[src/rtl/mbist_pkg.sv]
// rtl/mbist_pkg.sv - March C- element encodings, FSM states and per-element table
package mbist_pkg;

    typedef enum logic [2:0] {
        ELEM_NONE = 3'd0,
        ELEM_E1   = 3'd1,
        ELEM_E2   = 3'd2,
        ELEM_E3   = 3'd3,
        ELEM_E4   = 3'd4,
        ELEM_E5   = 3'd5,
        ELEM_E6   = 3'd6
    } elem_e;

    typedef enum logic [3:0] {
        ST_IDLE  = 4'd0,
        ST_E1    = 4'd1,
        ST_E2_RD = 4'd2,
        ST_E2_WR = 4'd3,
        ST_E3_RD = 4'd4,
        ST_E3_WR = 4'd5,
        ST_PRE   = 4'd6,
        ST_E4_RD = 4'd7,
        ST_E4_WR = 4'd8,
        ST_E5_RD = 4'd9,
        ST_E5_WR = 4'd10,
        ST_E6    = 4'd11,
        ST_DRAIN = 4'd12,
        ST_DONE  = 4'd13
    } state_e;

    typedef enum logic [1:0] {
        OPS_NONE = 2'd0,
        OPS_W    = 2'd1,
        OPS_R    = 2'd2,
        OPS_RW   = 2'd3
    } ops_e;

    // dir: 1 = walk the address space downward
    typedef struct packed {
        logic dir;
        ops_e ops;
        logic wval;
        logic rval;
    } elem_cfg_t;

    function automatic elem_cfg_t elem_cfg(input elem_e e);
        elem_cfg_t c;
        c = '{dir: 1'b0, ops: OPS_NONE, wval: 1'b0, rval: 1'b0};
        case (e)
            ELEM_E1: c = '{dir: 1'b0, ops: OPS_W,  wval: 1'b0, rval: 1'b0};
            ELEM_E2: c = '{dir: 1'b0, ops: OPS_RW, wval: 1'b1, rval: 1'b0};
            ELEM_E3: c = '{dir: 1'b0, ops: OPS_RW, wval: 1'b0, rval: 1'b1};
            ELEM_E4: c = '{dir: 1'b1, ops: OPS_RW, wval: 1'b1, rval: 1'b0};
            ELEM_E5: c = '{dir: 1'b1, ops: OPS_RW, wval: 1'b0, rval: 1'b1};
            ELEM_E6: c = '{dir: 1'b1, ops: OPS_R,  wval: 1'b0, rval: 1'b0};
            default: c = '{dir: 1'b0, ops: OPS_NONE, wval: 1'b0, rval: 1'b0};
        endcase
        return c;
    endfunction

    function automatic elem_e state_elem(input state_e s);
        elem_e e;
        case (s)
            ST_E1:              e = ELEM_E1;
            ST_E2_RD, ST_E2_WR: e = ELEM_E2;
            ST_E3_RD, ST_E3_WR: e = ELEM_E3;
            ST_E4_RD, ST_E4_WR: e = ELEM_E4;
            ST_E5_RD, ST_E5_WR: e = ELEM_E5;
            ST_E6:              e = ELEM_E6;
            default:            e = ELEM_NONE;
        endcase
        return e;
    endfunction

endpackage

[src/rtl/mbist_resp_cmp.sv]
// rtl/mbist_resp_cmp.sv - read-data compare pipeline with sticky first-fail capture
module mbist_resp_cmp #(
    parameter int ADDR = 8,
    parameter int DATA = 8
) (
    input  logic            clk,
    input  logic            rst_n,
    input  logic            clr,
    input  logic            cap_en,
    input  logic [DATA-1:0] exp,
    input  logic [ADDR-1:0] addr,
    input  logic [2:0]      elem,
    input  logic [DATA-1:0] rdata,
    output logic            bist_fail,
    output logic [ADDR-1:0] fail_addr,
    output logic [2:0]      fail_elem
);

    logic            pend_q, pend_d;
    logic [DATA-1:0] exp_q, exp_d;
    logic [ADDR-1:0] addr_q, addr_d;
    logic [2:0]      elem_q, elem_d;
    logic            fail_q, fail_d;
    logic [ADDR-1:0] fail_addr_q, fail_addr_d;
    logic [2:0]      fail_elem_q, fail_elem_d;
    logic            mismatch;

    // read data arrives one cycle after the read was issued
    assign mismatch = pend_q && (rdata != exp_q);

    // capture read context, then record only the first mismatch
    always_comb begin
        pend_d      = cap_en;
        exp_d       = exp_q;
        addr_d      = addr_q;
        elem_d      = elem_q;
        fail_d      = fail_q;
        fail_addr_d = fail_addr_q;
        fail_elem_d = fail_elem_q;
        if (cap_en) begin
            exp_d  = exp;
            addr_d = addr;
            elem_d = elem;
        end
        if (clr) begin
            pend_d      = 1'b0;
            fail_d      = 1'b0;
            fail_addr_d = '0;
            fail_elem_d = '0;
        end else if (mismatch) begin
            fail_d = 1'b1;
            if (!fail_q) begin
                fail_addr_d = addr_q;
                fail_elem_d = elem_q;
            end
        end
    end

    // pipeline and capture registers
    always_ff @(posedge clk or negedge rst_n) begin
        if (!rst_n) begin
            pend_q      <= 1'b0;
            exp_q       <= '0;
            addr_q      <= '0;
            elem_q      <= '0;
            fail_q      <= 1'b0;
            fail_addr_q <= '0;
            fail_elem_q <= '0;
        end else begin
            pend_q      <= pend_d;
            exp_q       <= exp_d;
            addr_q      <= addr_d;
            elem_q      <= elem_d;
            fail_q      <= fail_d;
            fail_addr_q <= fail_addr_d;
            fail_elem_q <= fail_elem_d;
        end
    end

    assign bist_fail = fail_q;
    assign fail_addr = fail_addr_q;
    assign fail_elem = fail_elem_q;

endmodule

[src/rtl/mbist_march_ctrl.sv]
// rtl/mbist_march_ctrl.sv - March C- sequencer: FSM, address-generator and memory op decode
module mbist_march_ctrl #(
    parameter int ADDR = 8,
    parameter int DATA = 8
) (
    input  logic            clk,
    input  logic            rst_n,
    input  logic            bist_start,
    output logic [1:0]      addr_en,
    output logic            addr_ff,
    input  logic            addr_done,
    input  logic [ADDR-1:0] addr,
    output logic            mem_we,
    output logic            mem_re,
    output logic [DATA-1:0] mem_wdata,
    input  logic [DATA-1:0] mem_rdata,
    output logic            bist_busy,
    output logic            bist_done,
    output logic            bist_fail,
    output logic [ADDR-1:0] fail_addr,
    output logic [2:0]      fail_elem
);
    import mbist_pkg::*;

    state_e          state_q, state_d;
    logic [1:0]      addr_en_q, addr_en_d;
    logic            addr_ff_q, addr_ff_d;
    logic            mem_we_q, mem_we_d;
    logic            mem_re_q, mem_re_d;
    logic [DATA-1:0] mem_wdata_q, mem_wdata_d;
    logic            busy_q, busy_d;
    logic            done_q, done_d;
    logic            rd_exp_q, rd_exp_d;
    logic [2:0]      rd_elem_q, rd_elem_d;

    elem_cfg_t       cfg_nxt;
    logic            start_acc;
    logic            adv, dir;

    assign start_acc = bist_start && ((state_q == ST_IDLE) || (state_q == ST_DONE));
    assign cfg_nxt   = elem_cfg(state_elem(state_d));

    // element sequencing; addr_done is only meaningful in advancing states
    always_comb begin
        state_d = state_q;
        case (state_q)
            ST_IDLE:  if (start_acc) state_d = ST_E1;
            ST_E1:    if (addr_done) state_d = ST_E2_RD;
            ST_E2_RD: state_d = ST_E2_WR;
            ST_E2_WR: state_d = addr_done ? ST_E3_RD : ST_E2_RD;
            ST_E3_RD: state_d = ST_E3_WR;
            ST_E3_WR: state_d = addr_done ? ST_PRE : ST_E3_RD;
            ST_PRE:   state_d = ST_E4_RD;
            ST_E4_RD: state_d = ST_E4_WR;
            ST_E4_WR: state_d = addr_done ? ST_E5_RD : ST_E4_RD;
            ST_E5_RD: state_d = ST_E5_WR;
            ST_E5_WR: state_d = addr_done ? ST_E6 : ST_E5_RD;
            ST_E6:    if (addr_done) state_d = ST_DRAIN;
            ST_DRAIN: state_d = ST_DONE;
            ST_DONE:  if (start_acc) state_d = ST_E1;
            default:  state_d = ST_IDLE;
        endcase
    end

    // outputs decoded from the next state so they are registered alongside it
    always_comb begin
        adv = 1'b0;
        dir = cfg_nxt.dir;
        mem_we_d = 1'b0;
        mem_re_d = 1'b0;
        case (state_d)
            ST_E1, ST_E6: begin
                adv      = 1'b1;
                mem_we_d = (cfg_nxt.ops == OPS_W);
                mem_re_d = (cfg_nxt.ops == OPS_R);
            end
            ST_E2_RD, ST_E3_RD, ST_E4_RD, ST_E5_RD: mem_re_d = 1'b1;
            ST_E2_WR, ST_E3_WR, ST_E4_WR, ST_E5_WR: begin
                adv      = 1'b1;
                mem_we_d = 1'b1;
            end
            // down-advance 0 -> MAX so E4 starts at the top
            ST_PRE: begin
                adv = 1'b1;
                dir = 1'b1;
            end
            // undo E6's 0 -> MAX wrap so a restart begins at address 0
            ST_DRAIN: adv = 1'b1;
            default: ;
        endcase
        addr_en_d   = {adv, dir};
        mem_wdata_d = mem_we_d ? {DATA{cfg_nxt.wval}} : '0;
        rd_exp_d    = cfg_nxt.rval;
        rd_elem_d   = state_elem(state_d);
        busy_d      = (state_d != ST_IDLE) && (state_d != ST_DONE);
        done_d      = (state_d == ST_DONE);
        addr_ff_d   = (state_d == ST_IDLE) || (state_d == ST_DONE);
    end

    // state and registered outputs
    always_ff @(posedge clk or negedge rst_n) begin
        if (!rst_n) begin
            state_q     <= ST_IDLE;
            addr_en_q   <= 2'b00;
            addr_ff_q   <= 1'b1;
            mem_we_q    <= 1'b0;
            mem_re_q    <= 1'b0;
            mem_wdata_q <= '0;
            busy_q      <= 1'b0;
            done_q      <= 1'b0;
            rd_exp_q    <= 1'b0;
            rd_elem_q   <= '0;
        end else begin
            state_q     <= state_d;
            addr_en_q   <= addr_en_d;
            addr_ff_q   <= addr_ff_d;
            mem_we_q    <= mem_we_d;
            mem_re_q    <= mem_re_d;
            mem_wdata_q <= mem_wdata_d;
            busy_q      <= busy_d;
            done_q      <= done_d;
            rd_exp_q    <= rd_exp_d;
            rd_elem_q   <= rd_elem_d;
        end
    end

    mbist_resp_cmp #(
        .ADDR (ADDR),
        .DATA (DATA)
    ) u_resp_cmp (
        .clk       (clk),
        .rst_n     (rst_n),
        .clr       (start_acc),
        .cap_en    (mem_re_q),
        .exp       ({DATA{rd_exp_q}}),
        .addr      (addr),
        .elem      (rd_elem_q),
        .rdata     (mem_rdata),
        .bist_fail (bist_fail),
        .fail_addr (fail_addr),
        .fail_elem (fail_elem)
    );

    assign addr_en   = addr_en_q;
    assign addr_ff   = addr_ff_q;
    assign mem_we    = mem_we_q;
    assign mem_re    = mem_re_q;
    assign mem_wdata = mem_wdata_q;
    assign bist_busy = busy_q;
    assign bist_done = done_q;

endmodule

[config.mk]
export PLATFORM = sky130hd
export DESIGN_NAME = mbist_march_ctrl
export DESIGN_NICKNAME = d
export VERILOG_FILES = /design/src/rtl/mbist_pkg.sv /design/src/rtl/mbist_resp_cmp.sv /design/src/rtl/mbist_march_ctrl.sv
export SDC_FILE = /design/constraint.sdc
export NUM_CORES = 1
export LEC_CHECK = 0
export BUFFER_PORTS_ARGS = -buffer_cell sky130_fd_sc_hd__buf_2
export CORE_AREA = 2 2 69 71
export CTS_CLUSTER_SIZE = 25
export DETAILED_ROUTE_END_ITERATION = 7
export DIE_AREA = 0 0 71 73
export PLACE_DENSITY = 0.7
export SLEW_MARGIN = 20
export SYNTH_ARGS = -nofsm -noshare
export SYNTH_HDL_FRONTEND = slang
export SYNTH_SLANG_ARGS = --single-unit
[constraint.sdc]
create_clock -name clk -period 2.7 [get_ports clk]
set_input_delay 0.27 -clock clk [delete_from_list [all_inputs] [get_ports clk]]
set_output_delay 0.27 -clock clk [all_outputs]
set_load 0.01 [all_outputs]
==> metrics <==
Die Height 73 µm; setup TNS 0 ns; area post-placement roughly 2300 µm²; CP Launch Point state_q[0]$_DFF_PN0_; P per Cell Area 1270 nW/µm²; PortBufs 46; critical path's slowest cell dfrtp_1; # fillers 428; final cell count without fillers 287; 1st-iter DRT viols 57; first-pass GRT wire length about 6.6 mm; layout overhead on the synthesized area 16.3%; share of layout cells above drive strength 1 0.361; post-route minimum period around 2.4 ns; Max Buffers Root-to-Sink 2; Row Count 25; Layout Utilization 0.529; GRT overflow 0; GR Util met1 0.205; Synth Area in Compound Gates 0.146; number of enable flip-flop cells after synthesis 0; Critical Path AT 2.66 ns; status finished, final reports clean; Psw 1270 µW; area share of fa/ha/maj cells after synthesis 0.0291; Top Usage Layer GRT met2; CTS clk-pin slew, worst paths 0.08 ns; Cells after DPL 279; r2r startpoint state_q[0]$_DFF_PN0_; largest cells by area after synthesis dfrtp_1, mux2_2, mux2i_1; Clk Tree Root Cell clkbuf_8; Worst VDD drop between 0.6 and 0.7 mV; gr usage total 0.164; slowest cell delay on critical path about 0.54 ns; Die Area 5180 µm²; Vias 1548; via density per instance roughly 5.4; CP Data Required Time 2.92 ns; DIE WIDTH 71 µm; clk sinks 41; DR WL/cell about 14 µm; Max Fclk between 400 and 500 MHz; Antenna Cells 0; DR DRC count 0; Seq cells post-synth 41; area of the core between 4000 and 5000 µm²; final hold vios 0; CTS tree done; initial antenna violation count 0; critical path cell sequence nor3_1 -> a21oi_1 -> or3_1 -> nand3_1 -> inv_1 -> ha_1 -> inv_1 -> nor3_1 -> or3_1 -> a32oi_1; post_cts resized 0; RSZ-0062 raised after global routing no; Initial DRT Pass Iterations 4; P_int roughly 1800 µW; dpl hpwl approximately 3 mm; Most used DFF post-synth dfrtp_1; met2 Usage GRT 0.273; initial core utilization 0.455; crit path kind flop to flop; synthesized area 2060 µm²; min-delay worst type primary input to async pin; GR met3 Demand/Resource 0.0331; Synth Warn # 0; part of the power in registers 0.358; # IOs 47; mux contribution to synthesized area 0.124; largest net degree at the start of global routing 42; startpoint types flop; top cells by count, synth dfrtp_1, nor2_1, a21oi_1, mux2_2, mux2i_1; combinational share of power 0.506; CP endpoint kind flop; H-tree levels 2; Sw Ratio 0.417; Final Wtd Congestion 0.867; worst clock skew a little over 0.01 ns; Worst Tran Pin Value 0.873 ns; number of global-route vias before repair 1420; clk_lat worst skew 0.30 ns; post-synthesis xor/xnor area fraction 0; crit share post-route 0.904; static leakage 0.00117 µW; cell taking the most area after synthesis dfrtp_1; number of max-cap violations 0; Num CTS Buffers 5; Mapped Cells between 150 and 200; Place WS 0.252 ns; simple-gate share of the synthesized area 0.139; post-route design area 2400 µm²; Final nets approximately 260; synth unique cells 50; post-synthesis sequential area ratio 0.498; share of Yosys cell area claimed by the top area cell type 0.485; crit-path max FO 14; Clk pwr share 0.136; Post-CTS Hold Fix Bufs 0; top-count cell post-synth dfrtp_1; DRT antenna net count 0; final wirelength 4.09 mm; Mapped Nets 215; setup bufs post-CTS 0; Synth Area per Inst ~11 µm²; Finish-stage setup viols 0; Async SR Flop Fraction 1.00; Final Max Tran Viols 0; post-route worst setup slack 0.258 ns; largest family of logic cells by synthesized area compound AO/OA/AOI/OAI gates; Worst slew margin 0.418
## sequential cells by signal, indices dropped and copies added (netlist names)
name and count:
u_resp_cmp.pend_q 1, u_resp_cmp.bist_fail 1, addr_ff 1, rd_exp_q 1, mem_we 1, mem_re 1
u_resp_cmp.fail_elem 3, state_q 4, u_resp_cmp.exp_q 1, rd_elem_q 3, bist_busy 1, addr_en 2
u_resp_cmp.elem_q 3, bist_done 1, u_resp_cmp.addr_q 8, u_resp_cmp.fail_addr 8, mem_wdata 1
## per-layer routing
| metal | wire length (µm) | up-vias |
|---|---|---|
| li1 | - | 754 |
| met1 | 1810 | 743 |
| met2 | 2000 | 43 |
| met3 | 194 | 8 |
| met4 | 81 | 0 |
| met5 | 0 | - |
## stage by stage
step | power, µW | hold slack [ns]
global placement | 2590 | 0.436
detailed placement | 2640 | 0.442
global route | 3280 | 0.156
finish | 3040 | 0.0903
floorplan | 2210 | -0.0256
CTS | 3060 | 0.120
## placed cells by master (no fill, tap or decap), types with 4 or more instances in the layout
| cell type | n |
|---|---|
| buf_2 | 46 |
| dfrtp_1 | 40 |
| nor2_1 | 19 |
| a21oi_1 | 13 |
| mux2_2 | 13 |
| mux2i_1 | 11 |
| nand2_1 | 8 |
| inv_1 | 6 |
| nor3_1 | 6 |
| clkbuf_8 | 6 |
| nand3_1 | 5 |
| buf_4 | 5 |
| ha_1 | 4 |
## path summary, 6_finish.rpt
kind | slack (ns) | endpoint | cells past startpoint
min in group clk | 0.20 | u_resp_cmp.addr_q[0]$_DFFE_PN0P_ | 2
max reg2reg | 0.26 | rd_exp_q$_DFF_PN0_ | 10
max in group asynchronous | 2.07 | rd_elem_q[2]$_DFF_PN0_ | 1
min reg2reg | 0.48 | u_resp_cmp.elem_q[2]$_DFFE_PN0P_ | 1
max | 0.26 | rd_exp_q$_DFF_PN0_ | 10
min | 0.09 | u_resp_cmp.bist_fail$_DFFE_PN0P_ | 1
## critical path, delay by kind of cell, from the launching register on
kind | cells | cell delay, ns
AND/OR/NAND/NOR | 5 | 1.10
adder cells (fa/ha/maj) | 1 | 0.28
AO/OA/AOI/OAI | 2 | 0.24
flip-flops | 1 | 0.54
buffers and inverters | 2 | 0.22
## cell families (layout without fill, tap and decap cells)
logic type      count (synthesis)  in the layout
compound gates                 38             38
fa+ha+maj                       5              5
buf+inv                        25             67
flops                          41             41
mux                            24             24
simple gates                   58             58
## cell type report
type	instances	area, µm²	share of cell area
Timing Repair Buffer	51	268	0.112
Inverter	8	30.0	0.0125
Multi-Input combinational cell	125	912	0.380
Clock buffer	6	82.6	0.0344
Tap cell	54	67.6	0.0281
Clock inverter	2	13.8	0.00573
Sequential cell	41	1030	0.428
## power groups by stage
| stage | registers [µW] | logic, µW | clock network, µW |
|---|---|---|---|
| after floorplan | 1040 | 1170 | 0 |
| after global placement | 1090 | 1500 | 0 |
| after detailed placement | 1100 | 1540 | 0 |
| after CTS | 1090 | 1550 | 426 |
| after global routing | 1130 | 1700 | 454 |
| final | 1090 | 1540 | 415 |
(Power assumes the default switching activity.)
